--- src/rtl/mips_defs.sv ---
// mips_defs: opcode, funct, ALU control, aluop and FSM state encodings for the MIPS controllers
package mips_defs;
  localparam logic [5:0] OP_LW   = 6'b100011;
  localparam logic [5:0] OP_SW   = 6'b101011;
  localparam logic [5:0] OP_R    = 6'b000000;
  localparam logic [5:0] OP_BEQ  = 6'b000100;
  localparam logic [5:0] OP_ADDI = 6'b001000;
  localparam logic [5:0] OP_J    = 6'b000010;
  localparam logic [5:0] FN_ADD  = 6'b100000;
  localparam logic [5:0] FN_SUB  = 6'b100010;
  localparam logic [5:0] FN_AND  = 6'b100100;
  localparam logic [5:0] FN_OR   = 6'b100101;
  localparam logic [5:0] FN_SLT  = 6'b101010;
  localparam logic [2:0] ALU_AND = 3'b000;
  localparam logic [2:0] ALU_OR  = 3'b001;
  localparam logic [2:0] ALU_ADD = 3'b010;
  localparam logic [2:0] ALU_SUB = 3'b110;
  localparam logic [2:0] ALU_SLT = 3'b111;
  localparam logic [1:0] AOP_ADD = 2'b00;
  localparam logic [1:0] AOP_SUB = 2'b01;
  localparam logic [1:0] AOP_FN  = 2'b10;
  typedef enum logic [3:0] {
    FETCH, DECODE, MEMADR, MEMRD, MEMWB, MEMWR,
    RTYPEEX, ALUWB, BEQEX, ADDIEX, ADDIWB, JEX
  } state_t;
endpackage

--- src/rtl/alu_decoder.sv ---
// alu_decoder: (aluop_i, funct_i) -> alucontrol_o; unlisted funct or aluop decodes to add
module alu_decoder
  import mips_defs::*;
(
  input  logic [1:0] aluop_i,
  input  logic [5:0] funct_i,
  output logic [2:0] alucontrol_o
);
  always_comb begin
    alucontrol_o = aluop_i == AOP_SUB ? ALU_SUB :
                   aluop_i != AOP_FN  ? ALU_ADD :
                   funct_i == FN_SUB  ? ALU_SUB :
                   funct_i == FN_AND  ? ALU_AND :
                   funct_i == FN_OR   ? ALU_OR  :
                   funct_i == FN_SLT  ? ALU_SLT : ALU_ADD;
  end
endmodule

--- src/rtl/mips_multicycle_control.sv ---
// mips_multicycle_control: Moore FSM sequencing multicycle MIPS; in clk/reset/opcode/funct/zero, out datapath selects, write enables, alucontrol
module mips_multicycle_control
  import mips_defs::*;
(
  input  logic       clk,
  input  logic       reset,
  input  logic [5:0] opcode,
  input  logic [5:0] funct,
  input  logic       zero,
  output logic       pcen,
  output logic       iord,
  output logic       memwrite,
  output logic       irwrite,
  output logic       regdst,
  output logic       memtoreg,
  output logic       regwrite,
  output logic       alusrca,
  output logic [1:0] alusrcb,
  output logic [2:0] alucontrol,
  output logic [1:0] pcsrc
);
  state_t     state_q, state_d;
  logic       pcwrite, branch;
  logic [1:0] aluop;
  always_ff @(posedge clk or posedge reset) begin
    if (reset) state_q <= FETCH;
    else       state_q <= state_d;
  end
  always_comb begin
    state_d = FETCH;
    case (state_q)
      FETCH:   state_d = DECODE;
      DECODE:  state_d = (opcode == OP_LW || opcode == OP_SW) ? MEMADR :
                         opcode == OP_R    ? RTYPEEX :
                         opcode == OP_BEQ  ? BEQEX :
                         opcode == OP_ADDI ? ADDIEX :
                         opcode == OP_J    ? JEX : FETCH;
      MEMADR:  state_d = opcode == OP_SW ? MEMWR : MEMRD;
      MEMRD:   state_d = MEMWB;
      RTYPEEX: state_d = ALUWB;
      ADDIEX:  state_d = ADDIWB;
      default: state_d = FETCH;
    endcase
  end
  // reset gates every write enable so nothing commits while reset is held
  always_comb begin
    pcwrite  = state_q == FETCH || state_q == JEX;
    branch   = state_q == BEQEX;
    irwrite  = !reset && state_q == FETCH;
    memwrite = !reset && state_q == MEMWR;
    regwrite = !reset && (state_q == MEMWB || state_q == ALUWB || state_q == ADDIWB);
    pcen     = !reset && (pcwrite || (branch && zero));
    iord     = state_q == MEMRD || state_q == MEMWR;
    regdst   = state_q == ALUWB;
    memtoreg = state_q == MEMWB;
    alusrca  = state_q == MEMADR || state_q == RTYPEEX || state_q == BEQEX || state_q == ADDIEX;
    alusrcb  = state_q == FETCH  ? 2'b01 :
               state_q == DECODE ? 2'b11 :
               (state_q == MEMADR || state_q == ADDIEX) ? 2'b10 : 2'b00;
    aluop    = state_q == RTYPEEX ? AOP_FN : state_q == BEQEX ? AOP_SUB : AOP_ADD;
    pcsrc    = state_q == BEQEX ? 2'b01 : state_q == JEX ? 2'b10 : 2'b00;
  end
  alu_decoder u_alu_decoder (
    .aluop_i      (aluop),
    .funct_i      (funct),
    .alucontrol_o (alucontrol)
  );
endmodule

--- config.mk ---
export PLATFORM = sky130hd
export DESIGN_NAME = mips_multicycle_control
export DESIGN_NICKNAME = d
export VERILOG_FILES = /design/src/rtl/mips_defs.sv /design/src/rtl/alu_decoder.sv /design/src/rtl/mips_multicycle_control.sv
export SDC_FILE = /design/constraint.sdc
export NUM_CORES = 1
export LEC_CHECK = 0
export BUFFER_PORTS_ARGS = -buffer_cell sky130_fd_sc_hd__clkbuf_2
export CAP_MARGIN = 15
export CORE_AREA = 2 2 50 52
export DETAILED_ROUTE_END_ITERATION = 8
export DIE_AREA = 0 0 52 54
export HOLD_SLACK_MARGIN = 0.05
export PLACE_DENSITY = 0.47
export SLEW_MARGIN = 5
export SYNTH_ARGS = -nofsm -noshare
export SYNTH_HDL_FRONTEND = slang
export SYNTH_SLANG_ARGS = --single-unit
--- constraint.sdc ---
create_clock -name clk -period 1.9 [get_ports clk]
set_input_delay 0.38 -clock clk [delete_from_list [all_inputs] [get_ports clk]]
set_output_delay 0.38 -clock clk [all_outputs]
set_load 0.1 [all_outputs]
After elaboration in Yosys (flattened, before gate mapping)
Cells that the tools add are included.

Input bits: 15. Bits in registers: 4.

Reduce and logical (&&, ||, !) cells: 18. Mux-type cells: 20. Equal/unequal tests: 22.

Operators by type and width (number): $eq A6 B6 Y1 const B (6); $pmux W4 S6 (1); $mux W3 (7); $mux W4 (5); $eq A4 B3 Y1 const B (4); $eq A4 B4 Y1 const B (4); $mux W2 (6); $logic_or A1 B1 Y1 (10); $eq A4 B2 Y1 const B (2); $eq A6 B2 Y1 const B (1); $eq A6 B3 Y1 const B (1); $eq A6 B4 Y1 const B (1); $logic_not A6 Y1 (1); $logic_and A1 B1 Y1 (5); $eq A4 B1 Y1 const B (1); $logic_not A4 Y1 (1); $eq A2 B1 Y1 const B (1); $ne A2 B2 Y1 const B (1); $logic_not A1 Y1 (1); $mux W1 (1).

Depth between registers and ports, before layout
Gate-level depths: netlist of the first run.

Depth after elaboration: 7. Mapped depth: 4. Depth with buffers taken out: 3.

Modules after synthesis
A second synthesis of the first run with hierarchy kept.

Cells, all modules: 70. Area, all modules: 538.0 um2.

By module, submodules not included: mips_multicycle_control (seq. area each 100.1 um2, cells each 61, instances 1, area each 464.2 um2); alu_decoder (seq. area each 0.0 um2, cells each 9, instances 1, area each 73.8 um2).

Worst setup path before layout of the first run
Ideal clock, no wire load.

Path type: flip-flop to output port. From: reg state_q[0]. To: out irwrite. Setup slack: -2254 ps. Buffers on the path: 1. Data arrival time: 3774 ps. Stages on the path, launching flop included: 4. Cells stage by stage: dfrtp_1 buf_2 nor2_1 nor4b_1.

Cells in the longest elaborated chain, start to end: 2.

Ends and longest elaborated chain: start: declaration (line mips_multicycle_control.sv:22) `state_t state_q, state_d;`; start signal: assignment (line mips_multicycle_control.sv:27) `else state_q <= state_d;`; $logic_not A4 Y1 (line mips_multicycle_control.sv:49) `irwrite = !reset && state_q == FETCH;`; $logic_and A1 B1 Y1 (line mips_multicycle_control.sv:49); end: declaration (line mips_multicycle_control.sv:13) `output logic irwrite,`.

No other way between the ends.

Worst setup path after layout of the first run
From: reg state_q[3]. To: out alucontrol[1].

Cells in the longest elaborated chain, start to end: 6.

Ends and longest elaborated chain: $eq A4 B4 Y1 (line mips_multicycle_control.sv:60) `aluop = state_q == RTYPEEX ? AOP_FN : state_q == BEQEX ? AOP_SUB : AOP_ADD;`; $mux W1 (line mips_multicycle_control.sv:60); $mux W2 (*) (line mips_multicycle_control.sv:60); $ne A2 B2 Y1 (line alu_decoder.sv:11) `aluop_i != AOP_FN ? ALU_ADD :`; $mux W3 (line alu_decoder.sv:11); $mux W3 (*) (line alu_decoder.sv:10) `alucontrol_o = aluop_i == AOP_SUB ? ALU_SUB :`; end: declaration (line mips_multicycle_control.sv:19) `output logic [2:0] alucontrol,`.

Mark *: on every way between the ends. The rest lies on a longest branch, timed or not.

==> impl_table.tex, run 1 <==
\begin{tabular}{lr}
\hline
Metric & Value \\
\hline
\multicolumn{2}{l}{\textbf{Global routing}} \\
Maximum number of pins on one net before global-route repair & 13 \\
Vias in the first global route & 673 \\
Antenna violations before repair & 0 \\
Global-route usage over all layers & between 10 and 15\% \\
Remaining global-route overflow & 0 \\
Global-route wire length before repair & 2890 um \\
\multicolumn{2}{l}{\textbf{STA}} \\
Setup slack after layout & -0.137 ns \\
Maximum operating frequency & about 490 MHz \\
Final setup violation count & 2 \\
Setup Skew & roughly 0.0013 ns \\
Ratio of final minimum period to clock period & 107\% \\
RSZ-0062 raised after global routing & yes \\
Slew margin rel. & 75.4\% \\
Slew at the pin closest to its max-slew limit & 0.366 ns \\
Post-layout minimum cycle time & 2.04 ns \\
Number of hold-slack violations in the final timing report & 0 \\
Slew Limit Fails & 0 \\
Post-route worst hold slack & 0.139 ns \\
Setup TNS & -0.176 ns \\
\multicolumn{2}{l}{\textbf{Critical path}} \\
Start-to-end type of the worst setup path & reg2out \\
Max FO, Critical Path & 2 \\
Critical Path RT & 1.52 ns \\
Ordered list of cells on the worst path & and4bb\_1 -> nand2\_2 -> or4b\_4 -> buf\_12 \\
Worst stage delay on the critical path & 0.50 ns \\
Type of element launching the critical path & flop \\
Nature of the critical path endpoint & output port \\
Cell with the largest stage delay on the worst path & sky130\_fd\_sc\_hd\_\_or4b\_4 \\
Data arrival at the endpoint of the critical path & about 1.7 ns \\
\multicolumn{2}{l}{\textbf{Power and ir drop}} \\
Pwr per Cell Area & approximately 1500 mW/mm\^{}2 \\
Overall power consumption & 1850 uW \\
Worst vdd rail ir drop & 1.93 mV \\
Static Leak & 0.000504 uW \\
\multicolumn{2}{l}{\textbf{Cells and area}} \\
Largest reg by FF count & state\_q \\
Top flop regs & state\_q: 4 flops \\
Most used cells in the layout excluding fill and tap cells & sky130\_fd\_sc\_hd\_\_buf\_12 (16), sky130\_fd\_sc\_hd\_\_clkbuf\_2 (14), sky130\_fd\_sc\_hd\_\_buf\_4 (14) \\
Fraction of final layout cells with drive strength greater than 1 & 69.0\% \\
Final instance area & between 0.001 and 0.0015 sq mm \\
Final \#Nets & 130 \\
Max reg flops & 4 \\
Syn-to-layout area delta & 151\% \\
Count of inserted antenna diode cells & 0 \\
Commonest non-fill, non-tap cell in the layout & sky130\_fd\_sc\_hd\_\_buf\_12 \\
\multicolumn{2}{l}{\textbf{Clock tree}} \\
CTS tree & done \\
Clock tree root buffer cell & sky130\_fd\_sc\_hd\_\_clkbuf\_4 \\
Post-CTS Hold Buffers & 0 \\
Maximum buffer depth of the clock tree & 2 \\
Inserted Clock Buffers & 3 \\
H-tree lvl count & 1 \\
Clk slew on worst S/H paths & 0.04 ns \\
Sink Count & 4 \\
Clock network latency to the later pin of the worst-skew pair & approximately 0.23 ns \\
\multicolumn{2}{l}{\textbf{Logic synthesis}} \\
Cell area after synthesis & 494 sq um \\
Post-synth cell types & 35 \\
FFs w/ async S/R, synth & 100\% \\
Post-synth EDFFs & 0 \\
Mean cell area of the mapped netlist & around 7.4 sq um \\
Flops \& latches, synth & 4 \\
Post-Synthesis Cells & 67 \\
Part of the Yosys area used for sequential elements & 20.3\% \\
Main flop type after synthesis & sky130\_fd\_sc\_hd\_\_dfrtp\_1 \\
Yosys warning total & 0 \\
Net Count, Synth & 82 \\
\multicolumn{2}{l}{\textbf{Die}} \\
Vertical die dimension & 54 um \\
Row Count & 18 \\
Floorplan die area & 0.00281 sq mm \\
Starting Density & 21.3\% \\
Boundary pin count & 30 \\
Core ar. & 0.00232 sq mm \\
Die width & 52 um \\
\multicolumn{2}{l}{\textbf{Placement}} \\
Routability Congestion & 0.727 \\
Worst slack at placement & 0.0688 ns \\
Placement Cell Area & roughly 0.0011 sq mm \\
Total of buffers placed on input and output ports & 29 \\
Final HPWL from detailed placement & 1280 um \\
\multicolumn{2}{l}{\textbf{Detailed routing}} \\
Total via count after detailed routing & 679 \\
Number of remaining DRC errors & 0 \\
Detailed-routing iteration count for the pre-antenna-repair pass & 4 \\
Wire length after detailed routing & 1660 um \\
Number of design-rule violations left by the first detailed-router iteration & 6 \\
WL/cell & 11.6 um \\
Number of nets still failing antenna checks after routing & 0 \\
Via count normalized by instance count & 4.75 \\
\multicolumn{2}{l}{\textbf{Worst hold path}} \\
Hold/Removal Path Class & in2async \\
\multicolumn{2}{l}{\textbf{Run}} \\
Max-capacitance violation count & 0 \\
\multicolumn{2}{l}{\textbf{Status}} \\
Outcome & finished with violations \\
Failing checks & negative setup slack \\
\hline
\end{tabular}
-- final timing paths --
| path | slack, ns | end | cells past startpoint | start |
|---|---|---|---|---|
| setup / recovery | -0.14 | alucontrol[1] | 4 | state_q[3]$_DFF_PP0_ |
| hold / removal | 0.14 | state_q[1]$_DFF_PP0_ | 2 | reset |
| setup reg to reg | 0.45 | state_q[3]$_DFF_PP0_ | 6 | state_q[2]$_DFF_PP0_ |
| hold reg to reg | 0.65 | state_q[0]$_DFF_PP0_ | 3 | state_q[3]$_DFF_PP0_ |
| max in group asynchronous | 1.59 | state_q[2]$_DFF_PP0_ | 2 | reset |
| min in group clk | 0.50 | state_q[0]$_DFF_PP0_ | 4 | opcode[4] |
-- routing by layer --
metal	GRT usage [%]	share of wire, %
met1	15.7	40
met2	25.3	55
met3	1.11	4.0
met4	7.89	1.1
met5	0	0
-- layout make-up --
cell class | instances | area [sq um]
timing repair buffer | 48 | 544
tap | 30 | 37.5
multi-input combinational | 54 | 517
inverter | 4 | 20.0
sequential | 4 | 100
fill | 214 | 1080
clock buffer | 3 | 22.5
-- worst max-delay path: cells and delay by family (launching register included) --
family        cells  cell delay [ns]
buf+inv           1             0.18
flops             1             0.37
simple gates      3             0.88
-- power breakdown --
group          total, uW  internal [uW]  switching (uW)
combinational       1620            632             986
clock                103           70.5            32.3
sequential           128            112            16.5
-- logic make-up (layout without fill, tap and decap cells) --
| group | Yosys count | in the layout | synth area share (%) |
|---|---|---|---|
| AOI/OAI and AO/OA | 17 | 17 | 25.3 |
| buffers and inverters | 9 | 55 | 8.61 |
| xor gates and xnor gates | 3 | 3 | 5.32 |
| and+or+nand+nor | 34 | 34 | 40.5 |
| DFF | 4 | 4 | 20.3 |
-- synthesized netlist by cell type, drive strengths merged (2+ instances only) --
cell    number  area, sq um
a21oi        2         10.0
nand3        3         15.0
inv          4         15.0
nand2        3         11.3
xor2         2         17.5
buf          5         27.5
nand2b       2         12.5
nor3         7         35.0
nor3b        2         15.0
o21ai        4         20.0
a211oi       2         15.0
dfrtp        4          100
nor2         7         26.3
-- timing repair --
action | 4_1_cts | 5_1_grt
setup buffers | 6 | 4
pin swaps | 9 | 4
setup endpoints to repair | 5 | 11
resized for setup | 9 | 10
-- metrics by stage --
step | util, % | cells
6_report | 53.5 | 143
5_1_grt | 53.5 | 143
4_1_cts | 50.2 | 139
3_5_place_dp | 46.0 | 130
3_3_place_gp | 46.0 | 130
2_1_floorplan | - | 67
(Power assumes the default switching activity.)
==> run 2, diff against run 1 <==
--- a/config.mk
+++ b/config.mk
@@ -5,14 +5,14 @@
 export SDC_FILE = /design/constraint.sdc
 export NUM_CORES = 1
 export LEC_CHECK = 0
+export ABC_AREA = 1
 export BUFFER_PORTS_ARGS = -buffer_cell sky130_fd_sc_hd__clkbuf_2
 export CAP_MARGIN = 15
-export CORE_AREA = 2 2 50 52
+export CORE_AREA = 2 2 52 54
 export DETAILED_ROUTE_END_ITERATION = 8
-export DIE_AREA = 0 0 52 54
+export DIE_AREA = 0 0 54 56
 export HOLD_SLACK_MARGIN = 0.05
-export PLACE_DENSITY = 0.47
-export SLEW_MARGIN = 5
+export PLACE_DENSITY = 0.46
 export SYNTH_ARGS = -nofsm -noshare
 export SYNTH_HDL_FRONTEND = slang
 export SYNTH_SLANG_ARGS = --single-unit
==> constraint.sdc (replaced) <==
create_clock -name clk -period 2.2 [get_ports clk]
set_input_delay 0.44 -clock clk [delete_from_list [all_inputs] [get_ports clk]]
set_output_delay 0.44 -clock clk [all_outputs]
set_load 0.1 [all_outputs]
==> run 2 against run 1 <==
Effect of this change: the flow now finishes without violations; design area decreased by 37%; non-clock buffer count shrank 19; power down 43%; setup slack better by 0.32 ns; global-route usage fell by 4.0 points; clock skew is 0.00088 ns lower; synthesized cell count grew 48%; area after synthesis is 7.6% higher; worst hold slack better by 0.022 ns; clock-buffer cell count unchanged; die area is 7.7% higher; largest power group unchanged; highest routed layer is now met3.
==> impl_table.tex, run 2 <==
\begin{tabular}{lr}
\hline
Metric & Value \\
\hline
\multicolumn{2}{l}{\textbf{STA}} \\
Ratio of final minimum period to clock period & between 90\% and 100\% \\
Setup slack after layout & 0.184 ns (was -0.137 ns) \\
Final setup violation count & 0 (was 2) \\
Number of hold-slack violations in the final timing report & 0 (unchanged) \\
Setup TNS & 0 ns (was -0.176 ns) \\
Slew Limit Fails & 0 (unchanged) \\
Maximum operating frequency & between 400 and 500 MHz \\
Setup Skew & 0.000397 ns (was 0.00127 ns) \\
Post-route worst hold slack & 0.162 ns (was 0.139 ns) \\
Slew at the pin closest to its max-slew limit & 0.547 ns (was 0.366 ns) \\
RSZ-0062 raised after global routing & no (was yes) \\
Post-layout minimum cycle time & 2.02 ns \\
Slew margin rel. & 63.7\% (was 75.4\%) \\
\multicolumn{2}{l}{\textbf{Placement}} \\
Total of buffers placed on input and output ports & 29 (unchanged) \\
Routability Congestion & 0.778 (was 0.727) \\
Final HPWL from detailed placement & 1300 um (was 1280 um) \\
Count of placed standard cells including taps & 157 (was 130) \\
Worst slack at placement & 0.428 ns (was 0.0688 ns) \\
\multicolumn{2}{l}{\textbf{Logic synthesis}} \\
Net Count, Synth & 114 (was 82) \\
Mean cell area of the mapped netlist & 5.37 sq um (was 7.38 sq um) \\
Leading cell types by total area after synthesis & sky130\_fd\_sc\_hd\_\_dfrtp\_1 (19\%), sky130\_fd\_sc\_hd\_\_nand2\_1 (16\%), sky130\_fd\_sc\_hd\_\_inv\_1 (13\%) (was sky130\_fd\_sc\_hd\_\_dfrtp\_1 (20\%), sky130\_fd\_sc\_hd\_\_nor3\_1 (7.1\%), sky130\_fd\_sc\_hd\_\_nor2\_1 (5.3\%)) \\
Count leader, synth & sky130\_fd\_sc\_hd\_\_nand2\_1 \\
Post-synth EDFFs & 0 (unchanged) \\
Commonest cells post-synth & sky130\_fd\_sc\_hd\_\_nand2\_1 (22), sky130\_fd\_sc\_hd\_\_inv\_1 (19), sky130\_fd\_sc\_hd\_\_nor2\_1 (19) (was sky130\_fd\_sc\_hd\_\_nor2\_1 (7), sky130\_fd\_sc\_hd\_\_nor3\_1 (7), sky130\_fd\_sc\_hd\_\_buf\_2 (4), sky130\_fd\_sc\_hd\_\_dfrtp\_1 (4), sky130\_fd\_sc\_hd\_\_inv\_1 (4)) \\
Area share of the largest cell type after synthesis & 18.8\% (was 20.3\%) \\
Cell area after synthesis & 532 sq um (was 494 sq um) \\
Yosys warning total & 0 (unchanged) \\
Flops \& latches, synth & 4 (unchanged) \\
Largest area contributor in the synthesized netlist & sky130\_fd\_sc\_hd\_\_dfrtp\_1 (unchanged) \\
Main flop type after synthesis & sky130\_fd\_sc\_hd\_\_dfrtp\_1 (unchanged) \\
Part of the Yosys area used for sequential elements & 18.8\% (was 20.3\%) \\
Post-synth cell types & 16 (was 35) \\
Post-Synthesis Cells & 99 (was 67) \\
FFs w/ async S/R, synth & 100\% (unchanged) \\
\multicolumn{2}{l}{\textbf{Die}} \\
Starting Density & 21.9\% (was 21.3\%) \\
Floorplan die area & 0.00302 sq mm (was 0.00281 sq mm) \\
Core ar. & 0.00243 sq mm (was 0.00232 sq mm) \\
Boundary pin count & 30 (unchanged) \\
Die width & 54 um (was 52 um) \\
Row Count & 18 (unchanged) \\
Vertical die dimension & 56 um (was 54 um) \\
\multicolumn{2}{l}{\textbf{Detailed routing}} \\
Total via count after detailed routing & 677 (was 679) \\
Wire length after detailed routing & 1450 um (was 1660 um) \\
Detailed-routing iteration count for the pre-antenna-repair pass & 4 (unchanged) \\
Via count normalized by instance count & 4.23 (was 4.75) \\
Number of remaining DRC errors & 0 (unchanged) \\
Number of nets still failing antenna checks after routing & 0 (unchanged) \\
WL/cell & 9.05 um (was 11.6 um) \\
Number of design-rule violations left by the first detailed-router iteration & 18 (was 6) \\
\multicolumn{2}{l}{\textbf{Clock tree}} \\
Post-CTS repair timing setup buffer count & 0 (was 6) \\
Post-cts repair resize count & 0 (was 9) \\
H-tree lvl count & 1 (unchanged) \\
Maximum buffer depth of the clock tree & 2 (unchanged) \\
CTS tree & done (unchanged) \\
Clock network latency to the later pin of the worst-skew pair & 0.23 ns (about the same) \\
Post-CTS Hold Buffers & 0 (unchanged) \\
Inserted Clock Buffers & 3 (unchanged) \\
Sink Count & 4 (unchanged) \\
Clock tree root buffer cell & sky130\_fd\_sc\_hd\_\_clkbuf\_4 (unchanged) \\
Clk slew on worst S/H paths & 0.03 ns (was 0.04 ns) \\
\multicolumn{2}{l}{\textbf{Run}} \\
Max-capacitance violation count & 0 (unchanged) \\
\multicolumn{2}{l}{\textbf{Critical path}} \\
Nature of the critical path endpoint & output port (unchanged) \\
Cell with the largest stage delay on the worst path & sky130\_fd\_sc\_hd\_\_clkbuf\_2 (was sky130\_fd\_sc\_hd\_\_or4b\_4) \\
Critical Path RT & 1.76 ns (was 1.52 ns) \\
Startpoint of the most critical register-to-register path & state\_q[1]\$\_DFF\_PP0\_ (was state\_q[2]\$\_DFF\_PP0\_) \\
Endpoint of the lowest-slack register-to-register path & state\_q[2]\$\_DFF\_PP0\_ (was state\_q[3]\$\_DFF\_PP0\_) \\
Flop-to-flop setup slack & 1.00 ns (was 0.45 ns) \\
Data arrival at the endpoint of the critical path & 1.58 ns (was 1.66 ns) \\
Type of element launching the critical path & flop (unchanged) \\
Register-to-Register Path Depth & 6 (unchanged) \\
Worst stage delay on the critical path & 0.45 ns (was 0.50 ns) \\
Max FO, Critical Path & 6 (was 2) \\
Ordered list of cells on the worst path & inv\_2 -> nand2\_4 -> inv\_1 -> nand2\_1 -> nor2\_2 -> clkbuf\_2 (was and4bb\_1 -> nand2\_2 -> or4b\_4 -> buf\_12) \\
Start-to-end type of the worst setup path & reg2out (unchanged) \\
\multicolumn{2}{l}{\textbf{Global routing}} \\
Vias in the first global route & 604 (was 673) \\
Antenna violations before repair & 0 (unchanged) \\
Remaining global-route overflow & 0 (unchanged) \\
Global-route usage over all layers & 9.84\% (was 13.8\%) \\
Global-route wire length before repair & 2340 um (was 2890 um) \\
Maximum number of pins on one net before global-route repair & 8 (was 13) \\
\multicolumn{2}{l}{\textbf{Power and ir drop}} \\
Pwr per Cell Area & 1350 mW/mm\^{}2 (was 1490 mW/mm\^{}2) \\
Static Leak & 0.000486 uW (was 0.000504 uW) \\
Worst vdd rail ir drop & 0.801 mV (was 1.93 mV) \\
\multicolumn{2}{l}{\textbf{Cells and area}} \\
Max reg flops & 4 (unchanged) \\
Most used cells in the layout excluding fill and tap cells & sky130\_fd\_sc\_hd\_\_clkbuf\_2 (23), sky130\_fd\_sc\_hd\_\_nand2\_1 (22), sky130\_fd\_sc\_hd\_\_inv\_1 (19) (was sky130\_fd\_sc\_hd\_\_buf\_12 (16), sky130\_fd\_sc\_hd\_\_clkbuf\_2 (14), sky130\_fd\_sc\_hd\_\_buf\_4 (14)) \\
Fraction of final layout cells with drive strength greater than 1 & 38.5\% (was 69.0\%) \\
Top flop regs & state\_q: 4 flops (unchanged) \\
Largest reg by FF count & state\_q (unchanged) \\
Commonest non-fill, non-tap cell in the layout & sky130\_fd\_sc\_hd\_\_clkbuf\_2 (was sky130\_fd\_sc\_hd\_\_buf\_12) \\
Finished Layout Cells & 160 (was 143) \\
Final \#Nets & 147 (was 130) \\
Count of inserted antenna diode cells & 0 (unchanged) \\
Utilization after layout & 32.2\% (was 53.5\%) \\
Syn-to-layout area delta & 47.1\% (was 151\%) \\
\multicolumn{2}{l}{\textbf{Status}} \\
Outcome & finished, final reports clean (was finished with violations) \\
\multicolumn{2}{l}{\textbf{Worst hold path}} \\
Hold/Removal Path Class & in2async (unchanged) \\
\hline
\end{tabular}
[run 2: where the power goes]
group          switching (uW)  internal (uW)
Combinational             682            153
Clock                    26.1           60.8
Sequential               36.3           96.9
[run 2: cell families after synthesis]
kind of cell,after synthesis,synth area share (%)
buffers and inverters,23,17.2
AND/OR/NAND/NOR,65,56.7
AO/OA/AOI/OAI,7,7.29
flip-flops,4,18.8
[run 2: per-stage QoR]
stage / total power, uW / cell area (sq um)
CTS: 1060 / 782
detailed placement: 971 / 759
floorplan: 828 / 569
finish: 1060 / 782
global placement: 967 / 759
global route: 1110 / 782
[run 2: metal layers]
layer / global-route usage [%] / routed length (um) / vias up
met5: 0 / 0 / -
met4: 4.29 / 0 / 0
met3: 0 / 109 / 0
met2: 16.6 / 704 / 26
met1: 12.8 / 634 / 283
li1: - / - / 368
[run 2: layout make-up]
| cell class | count | area, sq um |
|---|---|---|
| multi-input cells | 72 | 378 |
| fillers | 294 | 1650 |
| inverters | 22 | 83.8 |
| repair buffers | 29 | 160 |
| clock buffers | 3 | 22.5 |
| well taps | 30 | 37.5 |
| flip-flops and latches | 4 | 100 |
[run 2: worst max-delay path by stage]
stage,start,cells after the start,slack (ns),endpoint
after floorplan,state_q[2]$_DFF_PP0_,3,-0.24,alusrca
after global placement,state_q[2]$_DFF_PP0_,7,0.43,alucontrol[2]
after detailed placement,state_q[2]$_DFF_PP0_,6,0.43,irwrite
after CTS,state_q[2]$_DFF_PP0_,4,0.17,alusrca
after global routing,state_q[1]$_DFF_PP0_,5,0.05,alusrca
final,state_q[2]$_DFF_PP0_,6,0.18,irwrite
[run 2: critical path: cells and delay by family, from the launching register on]
kind	cells	cell delay, ns
buffers and inverters	3	0.65
DFF	1	0.43
and+or+nand+nor	3	0.27
==> run 3, diff against run 2 <==
--- a/config.mk
+++ b/config.mk
@@ -8,11 +8,13 @@
 export ABC_AREA = 1
 export BUFFER_PORTS_ARGS = -buffer_cell sky130_fd_sc_hd__clkbuf_2
 export CAP_MARGIN = 15
-export CORE_AREA = 2 2 52 54
+export CORE_AREA = 2 2 60 51
 export DETAILED_ROUTE_END_ITERATION = 8
-export DIE_AREA = 0 0 54 56
+export DIE_AREA = 0 0 62 53
 export HOLD_SLACK_MARGIN = 0.05
 export PLACE_DENSITY = 0.46
 export SYNTH_ARGS = -nofsm -noshare
 export SYNTH_HDL_FRONTEND = slang
+export SYNTH_HIERARCHICAL = 1
 export SYNTH_SLANG_ARGS = --single-unit
+export TNS_END_PERCENT = 10
==> run 3 against run 2 <==
Effect of this change: sequential cell count unchanged; fmax is 3.7% lower; combinational power up 3.8%; sequential share of layout area fell by 0.82 points; critical endpoint is now alucontrol[2]; first-iteration DRC count down 22%; critical path type unchanged.
==> impl_table.tex, run 3 <==
\begin{tabular}{lr}
\hline
Metric & Value \\
\hline
\multicolumn{2}{l}{\textbf{Status}} \\
Outcome & finished, final reports clean (unchanged) \\
\multicolumn{2}{l}{\textbf{Logic synthesis}} \\
Yosys warning total & 6 (was 0) \\
Area share of the largest cell type after synthesis & 17.2\% (was 18.8\%) \\
Post-synth EDFFs & 0 (unchanged) \\
Commonest cells post-synth & sky130\_fd\_sc\_hd\_\_inv\_1 (19), sky130\_fd\_sc\_hd\_\_nand2\_1 (18), sky130\_fd\_sc\_hd\_\_nor2\_1 (17) (was sky130\_fd\_sc\_hd\_\_nand2\_1 (22), sky130\_fd\_sc\_hd\_\_inv\_1 (19), sky130\_fd\_sc\_hd\_\_nor2\_1 (19)) \\
Post-Synthesis Cells & 106 (was 99) \\
Post-synth cell types & 16 (unchanged) \\
Largest area contributor in the synthesized netlist & sky130\_fd\_sc\_hd\_\_dfrtp\_1 (unchanged) \\
Mean cell area of the mapped netlist & 5.50 sq um (was 5.37 sq um) \\
Cell area after synthesis & 583 sq um (was 532 sq um) \\
Flops \& latches, synth & 4 (unchanged) \\
Leading cell types by total area after synthesis & sky130\_fd\_sc\_hd\_\_dfrtp\_1 (17\%), sky130\_fd\_sc\_hd\_\_inv\_1 (12\%), sky130\_fd\_sc\_hd\_\_nand3\_1 (12\%) (was sky130\_fd\_sc\_hd\_\_dfrtp\_1 (19\%), sky130\_fd\_sc\_hd\_\_nand2\_1 (16\%), sky130\_fd\_sc\_hd\_\_inv\_1 (13\%)) \\
Net Count, Synth & 121 (was 114) \\
Count leader, synth & sky130\_fd\_sc\_hd\_\_inv\_1 (was sky130\_fd\_sc\_hd\_\_nand2\_1) \\
Part of the Yosys area used for sequential elements & 17.2\% (was 18.8\%) \\
Main flop type after synthesis & sky130\_fd\_sc\_hd\_\_dfrtp\_1 (unchanged) \\
FFs w/ async S/R, synth & 100\% (unchanged) \\
\multicolumn{2}{l}{\textbf{Cells and area}} \\
Commonest non-fill, non-tap cell in the layout & sky130\_fd\_sc\_hd\_\_clkbuf\_2 (unchanged) \\
Largest reg by FF count & state\_q (unchanged) \\
Top flop regs & state\_q: 4 flops (unchanged) \\
Max reg flops & 4 (unchanged) \\
Count of inserted antenna diode cells & 0 (unchanged) \\
Most used cells in the layout excluding fill and tap cells & sky130\_fd\_sc\_hd\_\_clkbuf\_2 (22), sky130\_fd\_sc\_hd\_\_inv\_1 (19), sky130\_fd\_sc\_hd\_\_nand2\_1 (18) (was sky130\_fd\_sc\_hd\_\_clkbuf\_2 (23), sky130\_fd\_sc\_hd\_\_nand2\_1 (22), sky130\_fd\_sc\_hd\_\_inv\_1 (19)) \\
Fraction of final layout cells with drive strength greater than 1 & 43.8\% (was 38.5\%) \\
Fill cell total of the finished layout & 296 (was 294) \\
Final \#Nets & 154 (was 147) \\
Finished Layout Cells & 175 (was 160) \\
Syn-to-layout area delta & 48.7\% (was 47.1\%) \\
\multicolumn{2}{l}{\textbf{Critical path}} \\
Dominant cell type by count on the critical path & sky130\_fd\_sc\_hd\_\_inv\_1 \\
Type of element launching the critical path & flop (unchanged) \\
Register-to-Register Path Depth & 5 (was 6) \\
Startpoint of the most critical register-to-register path & state\_q[2]\$\_DFF\_PP0\_ (was state\_q[1]\$\_DFF\_PP0\_) \\
Cell with the largest stage delay on the worst path & sky130\_fd\_sc\_hd\_\_dfrtp\_2 (was sky130\_fd\_sc\_hd\_\_clkbuf\_2) \\
Setup crit start & state\_q[0]\$\_DFF\_PP0\_ (was state\_q[2]\$\_DFF\_PP0\_) \\
Nature of the critical path endpoint & output port (unchanged) \\
Buf+Inv Stages, Crit Path & 6 (was 3) \\
Flop-to-flop setup slack & 1.13 ns (was 1.00 ns) \\
Ordered list of cells on the worst path & inv\_1 -> nand2\_1 -> inv\_2 -> nand2\_1 -> inv\_1 -> inv\_1 -> nor2\_1 -> inv\_1 -> o21ai\_2 -> buf\_12 (was inv\_2 -> nand2\_4 -> inv\_1 -> nand2\_1 -> nor2\_2 -> clkbuf\_2) \\
Data arrival at the endpoint of the critical path & 1.65 ns (was 1.58 ns) \\
Cell family contributing the most delay on the critical path & buffers and inverters (unchanged) \\
Max FO, Critical Path & 5 (was 6) \\
Endpoint of the most critical setup path & alucontrol[2] (was irwrite) \\
Worst stage delay on the critical path & 0.44 ns (was 0.45 ns) \\
Critical Path RT & 1.76 ns (about the same) \\
Start-to-end type of the worst setup path & reg2out (unchanged) \\
Endpoint of the lowest-slack register-to-register path & state\_q[2]\$\_DFF\_PP0\_ (unchanged) \\
Total number of cells along the worst setup path & 10 (was 6) \\
\multicolumn{2}{l}{\textbf{Clock tree}} \\
Sink Count & 4 (unchanged) \\
Inserted Clock Buffers & 3 (unchanged) \\
Post-CTS repair timing setup buffer count & 0 (unchanged) \\
Clk slew on worst S/H paths & 0.04 ns (was 0.03 ns) \\
CTS tree & done (unchanged) \\
Maximum buffer depth of the clock tree & 2 (unchanged) \\
H-tree lvl count & 1 (unchanged) \\
Clock tree root buffer cell & sky130\_fd\_sc\_hd\_\_clkbuf\_4 (unchanged) \\
Clock network latency to the later pin of the worst-skew pair & 0.24 ns (was 0.23 ns) \\
\multicolumn{2}{l}{\textbf{STA}} \\
Slew margin rel. & 63.5\% (was 63.7\%) \\
Post-layout minimum cycle time & 2.09 ns (was 2.02 ns) \\
Slew at the pin closest to its max-slew limit & 0.549 ns (was 0.547 ns) \\
Slew Limit Fails & 0 (unchanged) \\
RSZ-0062 raised after global routing & no (unchanged) \\
Final setup violation count & 0 (unchanged) \\
Number of hold-slack violations in the final timing report & 0 (unchanged) \\
Setup Skew & 0.00218 ns (was 0.000397 ns) \\
Ratio of final minimum period to clock period & 95.2\% (was 91.6\%) \\
Setup slack after layout & 0.106 ns (was 0.184 ns) \\
Maximum operating frequency & 478 MHz (was 496 MHz) \\
\multicolumn{2}{l}{\textbf{Die}} \\
Vertical die dimension & 53 um (was 56 um) \\
Boundary pin count & 30 (unchanged) \\
Die width & 62 um (was 54 um) \\
Core ar. & 0.00266 sq mm (was 0.00243 sq mm) \\
Starting Density & 21.9\% (about the same) \\
Floorplan die area & 0.00329 sq mm (was 0.00302 sq mm) \\
Row Count & 17 (was 18) \\
\multicolumn{2}{l}{\textbf{Power and ir drop}} \\
Part of the power in the clock network & 8.4\% (was 8.2\%) \\
Sw power & 760 uW (was 744 uW) \\
Switching part of the total & 68.9\% (was 70.5\%) \\
Worst vdd rail ir drop & 0.337 mV (was 0.801 mV) \\
Static Leak & 0.000499 uW (was 0.000486 uW) \\
Combinational cell fraction of total power & 78.5\% (was 79.1\%) \\
Pwr per Cell Area & 1270 mW/mm\^{}2 (was 1350 mW/mm\^{}2) \\
Cell Int Power & 344 uW (was 311 uW) \\
Sequential fraction of design power & 13.1\% (was 12.6\%) \\
\multicolumn{2}{l}{\textbf{Detailed routing}} \\
Number of design-rule violations left by the first detailed-router iteration & 14 (was 18) \\
Wire length after detailed routing & 1530 um (was 1450 um) \\
Detailed-routing iteration count for the pre-antenna-repair pass & 4 (unchanged) \\
Via count normalized by instance count & 3.97 (was 4.23) \\
Number of remaining DRC errors & 0 (unchanged) \\
Total via count after detailed routing & 694 (was 677) \\
Number of nets still failing antenna checks after routing & 0 (unchanged) \\
WL/cell & 8.75 um (was 9.05 um) \\
\multicolumn{2}{l}{\textbf{Placement}} \\
Routability Congestion & 0.824 (was 0.778) \\
Worst slack at placement & 0.299 ns (was 0.428 ns) \\
Total of buffers placed on input and output ports & 29 (unchanged) \\
Count of placed standard cells including taps & 172 (was 157) \\
Final HPWL from detailed placement & 1370 um (was 1300 um) \\
\multicolumn{2}{l}{\textbf{Global routing}} \\
Global-route usage over all layers & 10.7\% (was 9.84\%) \\
Global-route wire length before repair & 2530 um (was 2340 um) \\
Antenna violations before repair & 0 (unchanged) \\
Met3 track utilization from global routing & 6.11\% (was 0\%) \\
Maximum number of pins on one net before global-route repair & 8 (unchanged) \\
Vias in the first global route & 602 (was 604) \\
Global route hottest layer & met2 (unchanged) \\
Met2 capacity usage during global routing & 14.6\% (was 16.6\%) \\
Remaining global-route overflow & 0 (unchanged) \\
Global-route track usage on met1 & 14.6\% (was 12.8\%) \\
\multicolumn{2}{l}{\textbf{Worst hold path}} \\
Hold/Removal Path Class & in2async (unchanged) \\
\multicolumn{2}{l}{\textbf{Run}} \\
Max-capacitance violation count & 0 (unchanged) \\
\hline
\end{tabular}
## run 3: how the worst min path moves through the flow
| stage | to | slack [ns] |
|---|---|---|
| 2_1_floorplan | state_q[0]$_DFF_PP0_ | 0.21 |
| 3_3_place_gp | state_q[0]$_DFF_PP0_ | 0.41 |
| 3_5_place_dp | state_q[0]$_DFF_PP0_ | 0.40 |
| 4_1_cts | state_q[0]$_DFF_PP0_ | 0.15 |
| 5_1_grt | state_q[3]$_DFF_PP0_ | 0.16 |
| 6_report | state_q[0]$_DFF_PP0_ | 0.15 |
## run 3: layout make-up
type                    instances  area (sq um)  share of cell area, %
multi-input cells              75           398                   45.9
clock buffers                   3          22.5                   2.60
well taps                      38          47.5                   5.48
flip-flops and latches          4           104                   12.0
repair buffers                 29           198                   22.8
inverters                      26          97.6                   11.3
## run 3: per-stage QoR
stage | utilization (%) | hold WS, ns | TNS, ns | power, uW | instance area [sq um]
final | 32.6 | 0.146 | 0 | 1100 | 867
after global routing | 32.6 | 0.165 | 0 | 1160 | 867
after CTS | 32.5 | 0.152 | 0 | 1110 | 863
after global placement | 31.6 | 0.405 | 0 | 1010 | 841
after floorplan | - | 0.214 | -1.18 | 840 | 603
after detailed placement | 31.6 | 0.399 | 0 | 1010 | 841
## run 3: logic make-up after synthesis
family	after synthesis	share of synthesized area, %
buf+inv	27	18.0
flops	4	17.2
compound gates	8	8.15
simple gates	67	56.7
## run 3: layer usage
layer | share of wire (%) | up-vias
li1 | - | 385
met1 | 49 | 291
met2 | 42 | 16
met3 | 8.6 | 2
met4 | 0.39 | 0
met5 | 0 | -
## run 3: timing repair
action	CTS	global route
hold endpoints to repair	0	0
resized for setup	0	4
endpoints found under the setup margin	0	3
hold buffers	0	0
## run 3: power groups by stage
stage | logic, uW | registers (uW) | clock network (uW)
2_1_floorplan | 707 | 132 | 0
3_3_place_gp | 871 | 140 | 0
3_5_place_dp | 871 | 140 | 0
4_1_cts | 873 | 139 | 94.5
5_1_grt | 914 | 148 | 103
6_report | 867 | 145 | 92.3
